**src/rtl/spraid_spi_channel_pkg.sv**
```systemverilog
// Shared definitions for the spraid SPI memory channel: SRAM opcodes, FSM encodings
// and the serial frame length.
package spraid_spi_channel_pkg;

    localparam logic [7:0] OP_READ  = 8'h03;
    localparam logic [7:0] OP_WRITE = 8'h02;
    localparam logic [7:0] OP_WREN  = 8'h06;

    localparam int unsigned ST_W = 3;

    localparam logic [ST_W-1:0] ST_IDLE  = 3'd0;
    localparam logic [ST_W-1:0] ST_SETUP = 3'd1;
    localparam logic [ST_W-1:0] ST_SHIFT = 3'd2;
    localparam logic [ST_W-1:0] ST_HOLD  = 3'd3;
    localparam logic [ST_W-1:0] ST_GAP   = 3'd4;

    // Opcode byte, address, then data word.
    function automatic int unsigned frame_bits(input int unsigned addr_w,
                                               input int unsigned data_bytes);
        return 8 + addr_w + 8 * data_bytes;
    endfunction

endpackage

```
**src/rtl/spraid_spi_clkgen.sv**
```systemverilog
// Half-period counter for the SPI channel: a tick every DIV cycles, and an SPI clock
// that toggles on ticks while enabled. Synchronous clear parks the clock low.
module spraid_spi_clkgen
    import spraid_spi_channel_pkg::*;
#(
    parameter int unsigned DIV = 2
) (
    input  logic clk,
    input  logic reset,
    input  logic clear_i,
    input  logic en_i,
    output logic tick_c_o,
    output logic rise_c_o,
    output logic fall_c_o,
    output logic sclk_o
);

    localparam int unsigned CW = (DIV > 1) ? $clog2(DIV) : 1;

    logic [CW-1:0] cnt_q, cnt_d;
    logic          sclk_q, sclk_d;

    always_comb begin
        tick_c_o = (cnt_q == CW'(DIV - 1));
        rise_c_o = tick_c_o & en_i & ~clear_i & ~sclk_q;
        fall_c_o = tick_c_o & en_i & ~clear_i & sclk_q;
        cnt_d    = tick_c_o ? '0 : cnt_q + CW'(1);
        sclk_d   = sclk_q;
        if (clear_i) begin
            cnt_d  = '0;
            sclk_d = 1'b0;
        end else if (tick_c_o && en_i) begin
            sclk_d = ~sclk_q;
        end
    end

    always_ff @(posedge clk) begin
        if (reset) begin
            cnt_q  <= '0;
            sclk_q <= 1'b0;
        end else begin
            cnt_q  <= cnt_d;
            sclk_q <= sclk_d;
        end
    end

    assign sclk_o = sclk_q;

endmodule

```
**src/rtl/spraid_spi_channel.sv**
```systemverilog
// Per-drive SPI SRAM channel: one word read/write per command, mode 0, MSB first.
// Define SPRAID_SPI_WREN_EN to precede every write with a stand-alone WREN (0x06) frame.
module spraid_spi_channel
    import spraid_spi_channel_pkg::*;
#(
    parameter int unsigned CLK_DIV    = 2,
    parameter int unsigned ADDR_W     = 24,
    parameter int unsigned DATA_BYTES = 4
) (
    input  logic                    clk,
    input  logic                    reset,
    input  logic                    cmd_valid,
    output logic                    cmd_ready,
    input  logic                    cmd_we,
    input  logic [ADDR_W-1:0]       cmd_addr,
    input  logic [8*DATA_BYTES-1:0] cmd_wdata,
    output logic                    rsp_valid,
    output logic [8*DATA_BYTES-1:0] rsp_rdata,
    output logic                    busy,
    output logic                    spi_clk,
    output logic                    spi_cs,
    output logic                    spi_mosi,
    input  logic                    spi_miso
);

    localparam int unsigned DW = 8 * DATA_BYTES;
    localparam int unsigned NB = frame_bits(ADDR_W, DATA_BYTES);
    localparam int unsigned BW = $clog2(NB);

    localparam logic [BW-1:0] DATA_START = BW'(8 + ADDR_W);
    localparam logic [BW-1:0] LAST_BIT   = BW'(NB - 1);

    logic [ST_W-1:0] state_q, state_d;
    logic [NB-1:0]   sr_q, sr_d;
    logic [DW-1:0]   rx_q, rx_d;
    logic [DW-1:0]   rdata_q, rdata_d;
    logic [BW-1:0]   bit_q, bit_d;
    logic [BW-1:0]   last_bit;
    logic            we_q, we_d;
    logic            cs_q, cs_d;
    logic            mosi_q, mosi_d;
    logic            rsp_q, rsp_d;
    logic            busy_q, busy_d;
    logic            ready_q, ready_d;
    logic            clk_tick, clk_rise, clk_fall;
`ifdef SPRAID_SPI_WREN_EN
    logic [NB-1:0]   frame_q, frame_d;
    logic            wren_q, wren_d;
`endif

    spraid_spi_clkgen #(
        .DIV (CLK_DIV)
    ) u_clkgen (
        .clk      (clk),
        .reset    (reset),
        .clear_i  (state_q == ST_IDLE),
        .en_i     ((state_q == ST_SETUP) || (state_q == ST_SHIFT)),
        .tick_c_o (clk_tick),
        .rise_c_o (clk_rise),
        .fall_c_o (clk_fall),
        .sclk_o   (spi_clk)
    );

    // Next-state and output logic
    always_comb begin
        state_d  = state_q;
        sr_d     = sr_q;
        rx_d     = rx_q;
        rdata_d  = rdata_q;
        bit_d    = bit_q;
        we_d     = we_q;
        cs_d     = cs_q;
        mosi_d   = mosi_q;
        rsp_d    = 1'b0;
        busy_d   = busy_q;
        ready_d  = ready_q;
        last_bit = LAST_BIT;
`ifdef SPRAID_SPI_WREN_EN
        frame_d  = frame_q;
        wren_d   = wren_q;
        if (wren_q) last_bit = BW'(7);
`endif

        // Completion cycle still reports busy; the channel reopens one cycle later.
        if (rsp_q) begin
            busy_d  = 1'b0;
            ready_d = 1'b1;
        end

        if (clk_rise && !we_q && (bit_q >= DATA_START)) begin
            rx_d = {rx_q[DW-2:0], spi_miso};
        end

        case (state_q)
            ST_IDLE: begin
                if (cmd_valid && ready_q) begin
                    we_d    = cmd_we;
                    busy_d  = 1'b1;
                    ready_d = 1'b0;
                    cs_d    = 1'b0;
                    bit_d   = '0;
                    state_d = ST_SETUP;
                    sr_d    = {(cmd_we ? OP_WRITE : OP_READ), cmd_addr, cmd_wdata};
`ifdef SPRAID_SPI_WREN_EN
                    frame_d = sr_d;
                    wren_d  = cmd_we;
                    if (cmd_we) sr_d = {OP_WREN, {(NB-8){1'b0}}};
`endif
                    mosi_d  = sr_d[NB-1];
                end
            end
            ST_SETUP: begin
                if (clk_tick) state_d = ST_SHIFT;
            end
            ST_SHIFT: begin
                if (clk_fall) begin
                    if (bit_q == last_bit) begin
                        state_d = ST_HOLD;
                    end else begin
                        bit_d  = bit_q + BW'(1);
                        sr_d   = {sr_q[NB-2:0], 1'b0};
                        mosi_d = sr_q[NB-2];
                    end
                end
            end
            ST_HOLD: begin
                if (clk_tick) begin
                    cs_d   = 1'b1;
                    mosi_d = 1'b0;
`ifdef SPRAID_SPI_WREN_EN
                    if (wren_q) begin
                        wren_d  = 1'b0;
                        state_d = ST_GAP;
                    end else
`endif
                    begin
                        state_d = ST_IDLE;
                        rsp_d   = 1'b1;
                        if (!we_q) rdata_d = rx_q;
                    end
                end
            end
`ifdef SPRAID_SPI_WREN_EN
            // Chip select high for one half-period before the write frame itself.
            ST_GAP: begin
                if (clk_tick) begin
                    sr_d    = frame_q;
                    mosi_d  = frame_q[NB-1];
                    cs_d    = 1'b0;
                    bit_d   = '0;
                    state_d = ST_SETUP;
                end
            end
`endif
            default: state_d = ST_IDLE;
        endcase
    end

    always_ff @(posedge clk) begin
        if (reset) begin
            state_q <= ST_IDLE;
            sr_q    <= '0;
            rx_q    <= '0;
            rdata_q <= '0;
            bit_q   <= '0;
            we_q    <= 1'b0;
            cs_q    <= 1'b1;
            mosi_q  <= 1'b0;
            rsp_q   <= 1'b0;
            busy_q  <= 1'b0;
            ready_q <= 1'b1;
`ifdef SPRAID_SPI_WREN_EN
            frame_q <= '0;
            wren_q  <= 1'b0;
`endif
        end else begin
            state_q <= state_d;
            sr_q    <= sr_d;
            rx_q    <= rx_d;
            rdata_q <= rdata_d;
            bit_q   <= bit_d;
            we_q    <= we_d;
            cs_q    <= cs_d;
            mosi_q  <= mosi_d;
            rsp_q   <= rsp_d;
            busy_q  <= busy_d;
            ready_q <= ready_d;
`ifdef SPRAID_SPI_WREN_EN
            frame_q <= frame_d;
            wren_q  <= wren_d;
`endif
        end
    end

    assign cmd_ready = ready_q;
    assign rsp_valid = rsp_q;
    assign rsp_rdata = rdata_q;
    assign busy      = busy_q;
    assign spi_cs    = cs_q;
    assign spi_mosi  = mosi_q;

endmodule

```
**config.mk**
```make
export PLATFORM = sky130hd
export DESIGN_NAME = spraid_spi_channel
export DESIGN_NICKNAME = d
export VERILOG_FILES = /design/src/rtl/spraid_spi_channel_pkg.sv /design/src/rtl/spraid_spi_clkgen.sv /design/src/rtl/spraid_spi_channel.sv
export SDC_FILE = /design/constraint.sdc
export NUM_CORES = 1
export LEC_CHECK = 0
export CAP_MARGIN = 0
export CORE_MARGIN = 2
export CORE_UTILIZATION = 35
export CTS_BUF_LIST = sky130_fd_sc_hd__clkbuf_8
export DETAILED_ROUTE_END_ITERATION = 8
export GPL_TIMING_DRIVEN = 1
export PLACE_DENSITY_LB_ADDON = 0.12
export SLEW_MARGIN = 20
export SYNTH_ARGS = -nofsm -noshare
export SYNTH_HDL_FRONTEND = slang
export SYNTH_SLANG_ARGS = --single-unit
export TNS_END_PERCENT = 1
```
**constraint.sdc**
```tcl
create_clock -name clk -period 2.3 [get_ports clk]
set_input_delay 0.69 -clock clk [delete_from_list [all_inputs] [get_ports clk]]
set_output_delay 0.69 -clock clk [all_outputs]
set_load 0.005 [all_outputs]
```
==> Word level (Yosys, flattened, before mapping) <==
Index checks and enable logic that the tools add are counted.
{ "word_totals": {"register_bits": 144, "inputBits": 61, "out_inout_bits": 38, "elab_cells": 83} }
{ "classes": {"addsub": 2, "order_cmp": 1, "n_eq_ne": 10, "mux": 30, "n_bitwise": 8, "n_reduce_logical": 19} }
{ "ops": {"columns": ["op", "n"], "rows": [
  ["$mux 63", 3],
  ["$pmux 63 s2", 1],
  ["$mux 6", 3],
  ["$mux 3", 5],
  ["$mux 1", 14],
  ["$pmux 3 s4", 1],
  ["$pmux 6 s2", 1],
  ["$reduce_and 5->1", 2],
  ["$add 6x1->6 const B", 1],
  ["$eq 3x2->1 const B", 2],
  ["$eq 6x6->1 const B", 1],
  ["$ge 6x6->1 const B", 1],
  ["$ne 2x1->1 const B", 3],
  ["$ne 2x2->1 const B", 3],
  ["$reduce_and 3->1", 2],
  ["$and 1x1->1", 4],
  ["$logic_and 1x1->1", 4],
  ["$not 1->1", 4],
  ["$reduce_and 4->1", 1],
  ["$reduce_bool 2->1", 2],
  ["$reduce_or 2->1", 2],
  ["$eq 3x1->1 const B", 1],
  ["$logic_not 3->1", 1],
  ["$pmux 1 s3", 1],
  ["7 further kinds", 7]
]} }

==> Logic depth before layout (Yosys ltp) <==
Gate-level depths: netlist (run 1).
{ "logic_depth": {"depth_word": 7, "depth_mapped": 9, "depth_no_buf": 6} }

==> Cells and area by module <==
Synthesis (run 1) repeated with hierarchy kept, for this count alone.
{ "unflattened": {"cells_unflattened": 672, "hier_area_um2": 5891.9} }
{ "modules_own_cells": {"columns": ["mod", "n_inst", "cells_per_inst", "area_per_inst_um2"], "rows": [
  ["spraid_spi_channel", 1, 663, 5800.6],
  ["spraid_spi_clkgen", 1, 9, 91.3]
]} }

==> Least setup slack after synthesis (run 1) <==
No wires, ideal clock.
{ "synth_path": {"path_kind": "flip-flop to flip-flop", "from": "reg state_q[0]", "to": "reg sr_q[33]", "setup_time_ps": 70, "arrival_ps": 1889, "required_ps": 2230, "path_slack_ps": 341, "stages_incl_launch_ff": 10, "n_path_buf": 3, "synth_period_minus_slack_ps": 1959, "path_cell_list": "dfxtp_1 -> inv_1 -> ha_1 -> buf_4 -> and2b_4 -> o31ai_4 -> buf_6 -> buf_2 -> or3_1 -> a21oi_1"} }
{ "synth_via": {"elab_chain_len": 7, "word_cells_on_any_way": 14, "classes_between": "eq/ne (5); mux (1); bitwise (4); reduce/logical (4)"} }
{ "synth_rtl": {"columns": ["element", "line", "text"], "rows": [
  ["start: declaration", "spraid_spi_channel.sv:33", "logic [ST_W-1:0] state_q, state_d;"],
  ["start signal: assignment", "spraid_spi_channel.sv:177", "state_q <= state_d;"],
  ["$eq 3x1->1 or $eq 3x2->1 (tied branches)", "spraid_spi_channel.sv:57, spraid_spi_channel.sv:94", null],
  ["$logic_or 1x1->1", "spraid_spi_channel.sv:57", ".en_i ((state_q == ST_SETUP) || (state_q == ST_SHIFT)),"],
  ["$and 1x1->1 (3 in series)", "spraid_spi_clkgen.sv:26", "fall_c_o = tick_c_o & en_i & ~clear_i & sclk_q;"],
  ["$ne 2x2->1 (no source line)", null, null],
  ["$reduce_and 4->1 (no source line)", null, null],
  ["end signal: assignment", "spraid_spi_channel.sv:178", "sr_q <= sr_d;"],
  ["end: declaration", "spraid_spi_channel.sv:34", "logic [NB-1:0] sr_q, sr_d;"]
]} }
Several ways; a longest one is shown, not always the timed one.
A chain may end at the register's enable or synchronous reset.

==> Worst setup path after layout (run 1) <==
{ "layout_path": {"from": "reg u_clkgen.sclk_q, in the netlist u_clkgen.sclk_o", "to": "out spi_clk"} }
{ "layout_lines": {"columns": ["element", "line", "text"], "rows": [
  ["start: declaration", "spraid_spi_clkgen.sv:21", "logic sclk_q, sclk_d;"],
  ["start signal: assignment", "spraid_spi_clkgen.sv:43", "sclk_q <= sclk_d;"],
  ["end: declaration", "spraid_spi_channel.sv:20", "output logic spi_clk,"]
]} }
No word-level cell between the ends.

==> impl_metrics.toml, run 1 <==
[drt]
drc = 0
vias_per_cell = 5.083
wl_per_cell_um = 14.05
drt-total-wl_mm = 14.65
route.antenna.remaining_nets = 0
vias = 5302
dr.pass1.iters = 4
first_iter_violations = 281

[place]
numPortBuffers = 98
dp_hpwl_mm = 8.933
gp_congestion = 0.7667
dp_cells = 1010

[clock_tree]
clockBufferDepth = 2
clock_sinks = 143
cts_tree = "done"
cts_made_buffers = 17
cts_root_buf = "clkbuf_8"
cts_setup_buffers = 0
path_clk_slew_ns = 0.07
clk_latency_ns = 0.44
h-tree-depth = 4

[power_and_ir_drop]
power_w = 0.008330
ir_drop_v = 0.0004622
cellLeakagePower_nw = 2.550
power_density_mw_per_mm2 = 1058
intPower_w = 0.005612
power_frac_clock = 0.289
seqPwrFrac = 0.374
swShare = 0.3263
p_comb_frac = 0.337
switching_power_w = 0.002718

[worst_setup_path]
slowest_stage = "clkdlybuf4s50_1"
arrival_ns = 1.51
worstReg2RegEnd = "sr_q[42]"
crit_cells = 1
cp.buffers_inverters = 1
crit_path_start_kind = "flip-flop"
crit_start = "u_clkgen.sclk_o"
ff2ff_setup_slack_ns = 0.15
cp_cell_sequence = "clkdlybuf4s50_1"
critPathCaptureType = "output pin"
cpLargestDelayFamily = "buffers and inverters"
cp_max_fo = 6
critPathCapture = "spi_clk"
critPathMaxStageDelay_ns = 0.59
cp.required_ns = 1.61
critical_path_class = "flip-flop to output pin"
rr_worst_depth = 7
reg2reg_from = "state_q[1]"

[floorplan]
ios = 99
die_area_mm2 = 0.01865
dieWidth_um = 136.6
start_util = 0.3568
core_mm2 = 0.01724
die_y_um = 136.6
rows = 48

[synthesis]
syn_avg_cell_area_um2 = 8.367
synth_seq_cells = 143
seq_area_frac_synth = 0.4655
synth_largest_type_area_fraction = 0.4655
synth_most_common_cell = "dfxtp_1"
synth_ff_type = "dfxtp_1"
synth_top_area_cell = "dfxtp_1"
postSynth.asyncResetShare = 0
ys_warn_count = 0
synth_edf_count = 0
syn_nets = 804
synth_commonest_cells = "dfxtp_1, nand2_1, a21oi_1, o21ai_0, or3_1"
synth_area_leaders = "dfxtp_1, a21oi_1, mux2i_1"
synth.distinct_cells = 40
netlist_area_mm2 = 0.006150
synth_cells = 735

[finish]
stdcell_count = 1043
diodes = 0
nets = 875
fin_util = 0.4569
area_growth_pct = 28.06
layout-drive-gt1-share = 0.07579

[min_path]
hold_class = "flip-flop to flip-flop"

[timing]
drv_slew = 0
period_needed_ns = 2.205
worst_pin_slew_ns = 0.6223
fin_tns_setup_ns = 0
rsz0062_at_grt = "false"
fin_crit_sh = 0.9587
slew_headroom = 0.5851
setup_violations = 0
finClkSkew_ns = 0.008057
hold_viol = 0
max_freq_mhz = 453.5

[grt]
grt_pass1_vias = 5034
grt_pass1_wl_mm = 23.65
overflow = 0
grt_start_max_net_pins = 78
grt_usage = 0.1568
antenna_found_initial = 0

[status]
status = "complete, no violations"

[flow_run]
cap_violations = 0
==> state kept, by name, summed over array words and instances (netlist names) <==
register,flops
u_clkgen.sclk_o,1
bit_q,6
spi_mosi,1
cmd_ready,1
u_clkgen.tick_c_o,1
sr_q,63
we_q,1
spi_cs,1
busy,1
rx_q,32
rsp_valid,1
rsp_rdata,32
state_q,2
==> worst min-delay path by stage <==
stage / startpoint / to / slack, ns / cells after the start
finish: sr_q[59] / sr_q[60] / 0.45 / 2
global route: sr_q[59] / sr_q[60] / 0.48 / 2
detailed placement: rsp_rdata[17] / rsp_rdata[17] / 0.45 / 2
CTS: sr_q[57] / sr_q[58] / 0.46 / 2
global placement: sr_q[58] / sr_q[59] / 0.43 / 2
floorplan: sr_q[58] / sr_q[59] / 0.43 / 2
==> worst min-delay path, cell delays in order (launching register included) <==
cell and delay [ns]:
dfxtp_1 0.31, nand2_1 0.05, a21oi_1 0.05
==> power by group through the flow <==
stage	logic, W	clock network (W)	registers (W)
global placement	0.00252	0	0.00314
detailed placement	0.00263	0	0.00317
floorplan	0.00208	0	0.00310
CTS	0.00264	0.00248	0.00311
finish	0.00281	0.00241	0.00311
global route	0.00311	0.00259	0.00316
==> cell type report <==
| class | instances | area (µm²) |
|---|---|---|
| Tap cell | 225 | 281.5 |
| Timing Repair Buffer | 116 | 1249 |
| Clock inverter | 13 | 236.5 |
| Multi-Input combinational cell | 517 | 2954 |
| Inverter | 11 | 41.29 |
| Fill cell | 1663 | 9361 |
| Sequential cell | 143 | 2865 |
| Clock buffer | 18 | 247.7 |
==> layer usage <==
layer	wire length, µm	part of all wire	global-route usage
met1	6829	0.47	0.1936
met2	6954	0.47	0.2642
met3	682	0.047	0.03778
met4	184	0.013	0.05903
met5	0	0	0
==> layout by cell type (no fill, tap or decap), types with 9 or more instances in the layout <==
| cell | netlist | final |
|---|---|---|
| clkdlybuf4s50_1 | 0 | 97 |
| or3_1 | 58 | 58 |
| inv_1 | 11 | 11 |
| buf_4 | 1 | 9 |
| mux2i_1 | 56 | 56 |
| nand2_1 | 141 | 141 |
| dfxtp_1 | 143 | 141 |
| clkbuf_8 | 0 | 18 |
| o21ai_0 | 69 | 69 |
| a21oi_1 | 132 | 132 |
==> per-stage QoR <==
step / instance area, µm² / setup WS, ns / hold slack, ns
floorplan: 6150 / 0.3409 / 0.4285
global placement: 7337 / 0.02897 / 0.4333
detailed placement: 7337 / -0.02763 / 0.4496
CTS: 7821 / 0.01993 / 0.4617
global route: 7875 / 0.01067 / 0.4806
finish: 7875 / 0.09507 / 0.4523
==> timing repair <==
action                     CTS  global route
hold buffers                 0             0
setup endpoints to repair    0            52
gates resized for setup      0             3
==> kinds of logic (layout without fill, tap and decap cells) <==
family                   count (synthesis)  count (layout)  synth area share
XOR/XNOR                                 1               1          0.001424
multiplexers                            56              56           0.09115
adder cells (fa/ha/maj)                  8               8           0.01628
buffers and inverters                   75             158           0.05819
flip-flops                             143             143            0.4655
AO/OA/AOI/OAI                          220             220            0.1913
AND/OR/NAND/NOR                        232             232            0.1762
No activity file was read; power rests on OpenSTA's default activity.
==> run 2: changes to the inputs <==
--- a/config.mk
+++ b/config.mk
@@ -11,7 +11,6 @@
 export CTS_BUF_LIST = sky130_fd_sc_hd__clkbuf_8
 export DETAILED_ROUTE_END_ITERATION = 8
 export GPL_TIMING_DRIVEN = 1
-export PLACE_DENSITY_LB_ADDON = 0.12
 export SLEW_MARGIN = 20
 export SYNTH_ARGS = -nofsm -noshare
 export SYNTH_HDL_FRONTEND = slang
==> run 2 against run 1 <==
Net effect: setup slack gained 0.025 ns; utilization about the same; clock power about the same; fmax increased by 1.2%; cell area barely moved; highest routed layer unchanged.
==> impl_metrics.toml, run 2 (synthesis gave the netlist of run 1 again) <==
[clock_tree]
path_clk_slew_ns = 0.08
cts_setup_buffers = 0
holdBufCountCts = 0
cts_root_buf = "clkbuf_8"
cts_made_buffers = 17
cts_repair_resize_count = 0
clockBufferDepth = 2
clk_latency_ns = 0.44
cts_tree = "done"
h-tree-depth = 4
clock_sinks = 143

[worst_setup_path]
critical_path_class = "flip-flop to output pin"
cp_max_fo = 6
cpLargestDelayFamily = "buffers and inverters"
cp.buffers_inverters = 1
critPathCaptureType = "output pin"
cp.required_ns = 1.61
cp_cell_sequence = "clkdlybuf4s50_1"
critPathMaxStageDelay_ns = 0.59
arrival_ns = 1.49
crit_path_start_kind = "flip-flop"
slowest_stage = "clkdlybuf4s50_1"

[drt]
first_iter_violations = 305
vias_per_cell = 4.935
dr.pass1.iters = 4
drc = 0
drt-total-wl_mm = 13.96
route.antenna.remaining_nets = 0
wl_per_cell_um = 13.35
vias = 5162

[power_and_ir_drop]
power_w = 0.008189
power_density_mw_per_mm2 = 1040
cellLeakagePower_nw = 2.548
ir_drop_v = 0.0004650

[finish]
layout-drive-gt1-share = 0.07308
final_cell_mix = "dfxtp_1, nand2_1, a21oi_1, clkdlybuf4s50_1, o21ai_0"
final_common_cell = "dfxtp_1"
nFillCells = 1721
area_growth_pct = 27.98
diodes = 0
regMostFlops = "sr_q"
largest_reg_flops = 63
nets = 877

[grt]
overflow = 0
grt_pass1_wl_mm = 22.65
grt_usage = 0.1504
grt_start_max_net_pins = 70
grt_pass1_vias = 4823
antenna_found_initial = 0

[floorplan]
start_util = 0.3568
rows = 48
core_mm2 = 0.01724
die_y_um = 136.6
dieWidth_um = 136.6
ios = 99
die_area_mm2 = 0.01865

[timing]
period_needed_ns = 2.180
rsz0062_at_grt = "false"
fin_crit_sh = 0.9476
setup_violations = 0
hold_viol = 0
drv_slew = 0
finClkSkew_ns = 0.009078
slew_headroom = 0.5673
max_freq_mhz = 458.8
finalWorstSetupSlack_ns = 0.1204
worst_pin_slew_ns = 0.6490

[flow_run]
cap_violations = 0

[place]
gp_congestion = 0.7091
dp_hpwl_mm = 8.268
numPortBuffers = 98
place_ws_ns = -0.002802

[status]
status = "complete, no violations"

[min_path]
hold_class = "flip-flop to flip-flop"
==> run 2: cell count changes in the layout (fill, tap and decap cells not counted), sizes merged <==
cell      change
clkinv        -3
clkbuf        -3
inv           +2
clkinvlp      +3
buf           +4
==> run 2: cell type report <==
class                   count  area, µm²  share of cell area
inverters                  11      41.29            0.005246
clock inverters            15      244.0             0.03100
clock buffers              17      234.0             0.02973
flip-flops and latches    143       2863              0.3638
repair buffers            118       1254              0.1593
well taps                 225      281.5             0.03577
multi-input cells         517       2953              0.3752
==> run 2: metal layers <==
metal	track usage	wire length [µm]	vias to the layer above
met5	0	0	-
li1	-	-	2694
met4	0.05035	162	0
met1	0.2041	7079	2374
met3	0.03889	684	13
met2	0.2322	6033	81
==> run 2: report_power, final <==
group / switching [W] / internal [W] / leakage [nW]
registers: 0.000187 / 0.00289 / 1.16
clock network: 0.000980 / 0.00140 / 0.231
logic: 0.00149 / 0.00125 / 1.15
==> run 2: final timing paths <==
check	startpoint	end	slack, ns	depth (start not counted)
worst max-delay path	u_clkgen.sclk_o	spi_clk	0.12	1
worst min-delay path	sr_q[59]	sr_q[60]	0.45	2
worst max register to register	state_q[0]	sr_q[40]	0.22	7
worst min register to register	sr_q[59]	sr_q[60]	0.45	2
==> run 2: stage by stage <==
stage | cell area [µm²] | hold slack [ns] | instances | util | TNS (ns)
after global routing | 7870 | 0.4802 | 1046 | 0.4566 | 0
after global placement | 7392 | 0.4404 | 1014 | 0.4289 | 0
after CTS | 7870 | 0.4547 | 1046 | 0.4566 | 0
final | 7870 | 0.4548 | 1046 | 0.4566 | 0
after detailed placement | 7392 | 0.4468 | 1014 | 0.4289 | -0.002802
after floorplan | 6150 | 0.4285 | 735 | - | 0
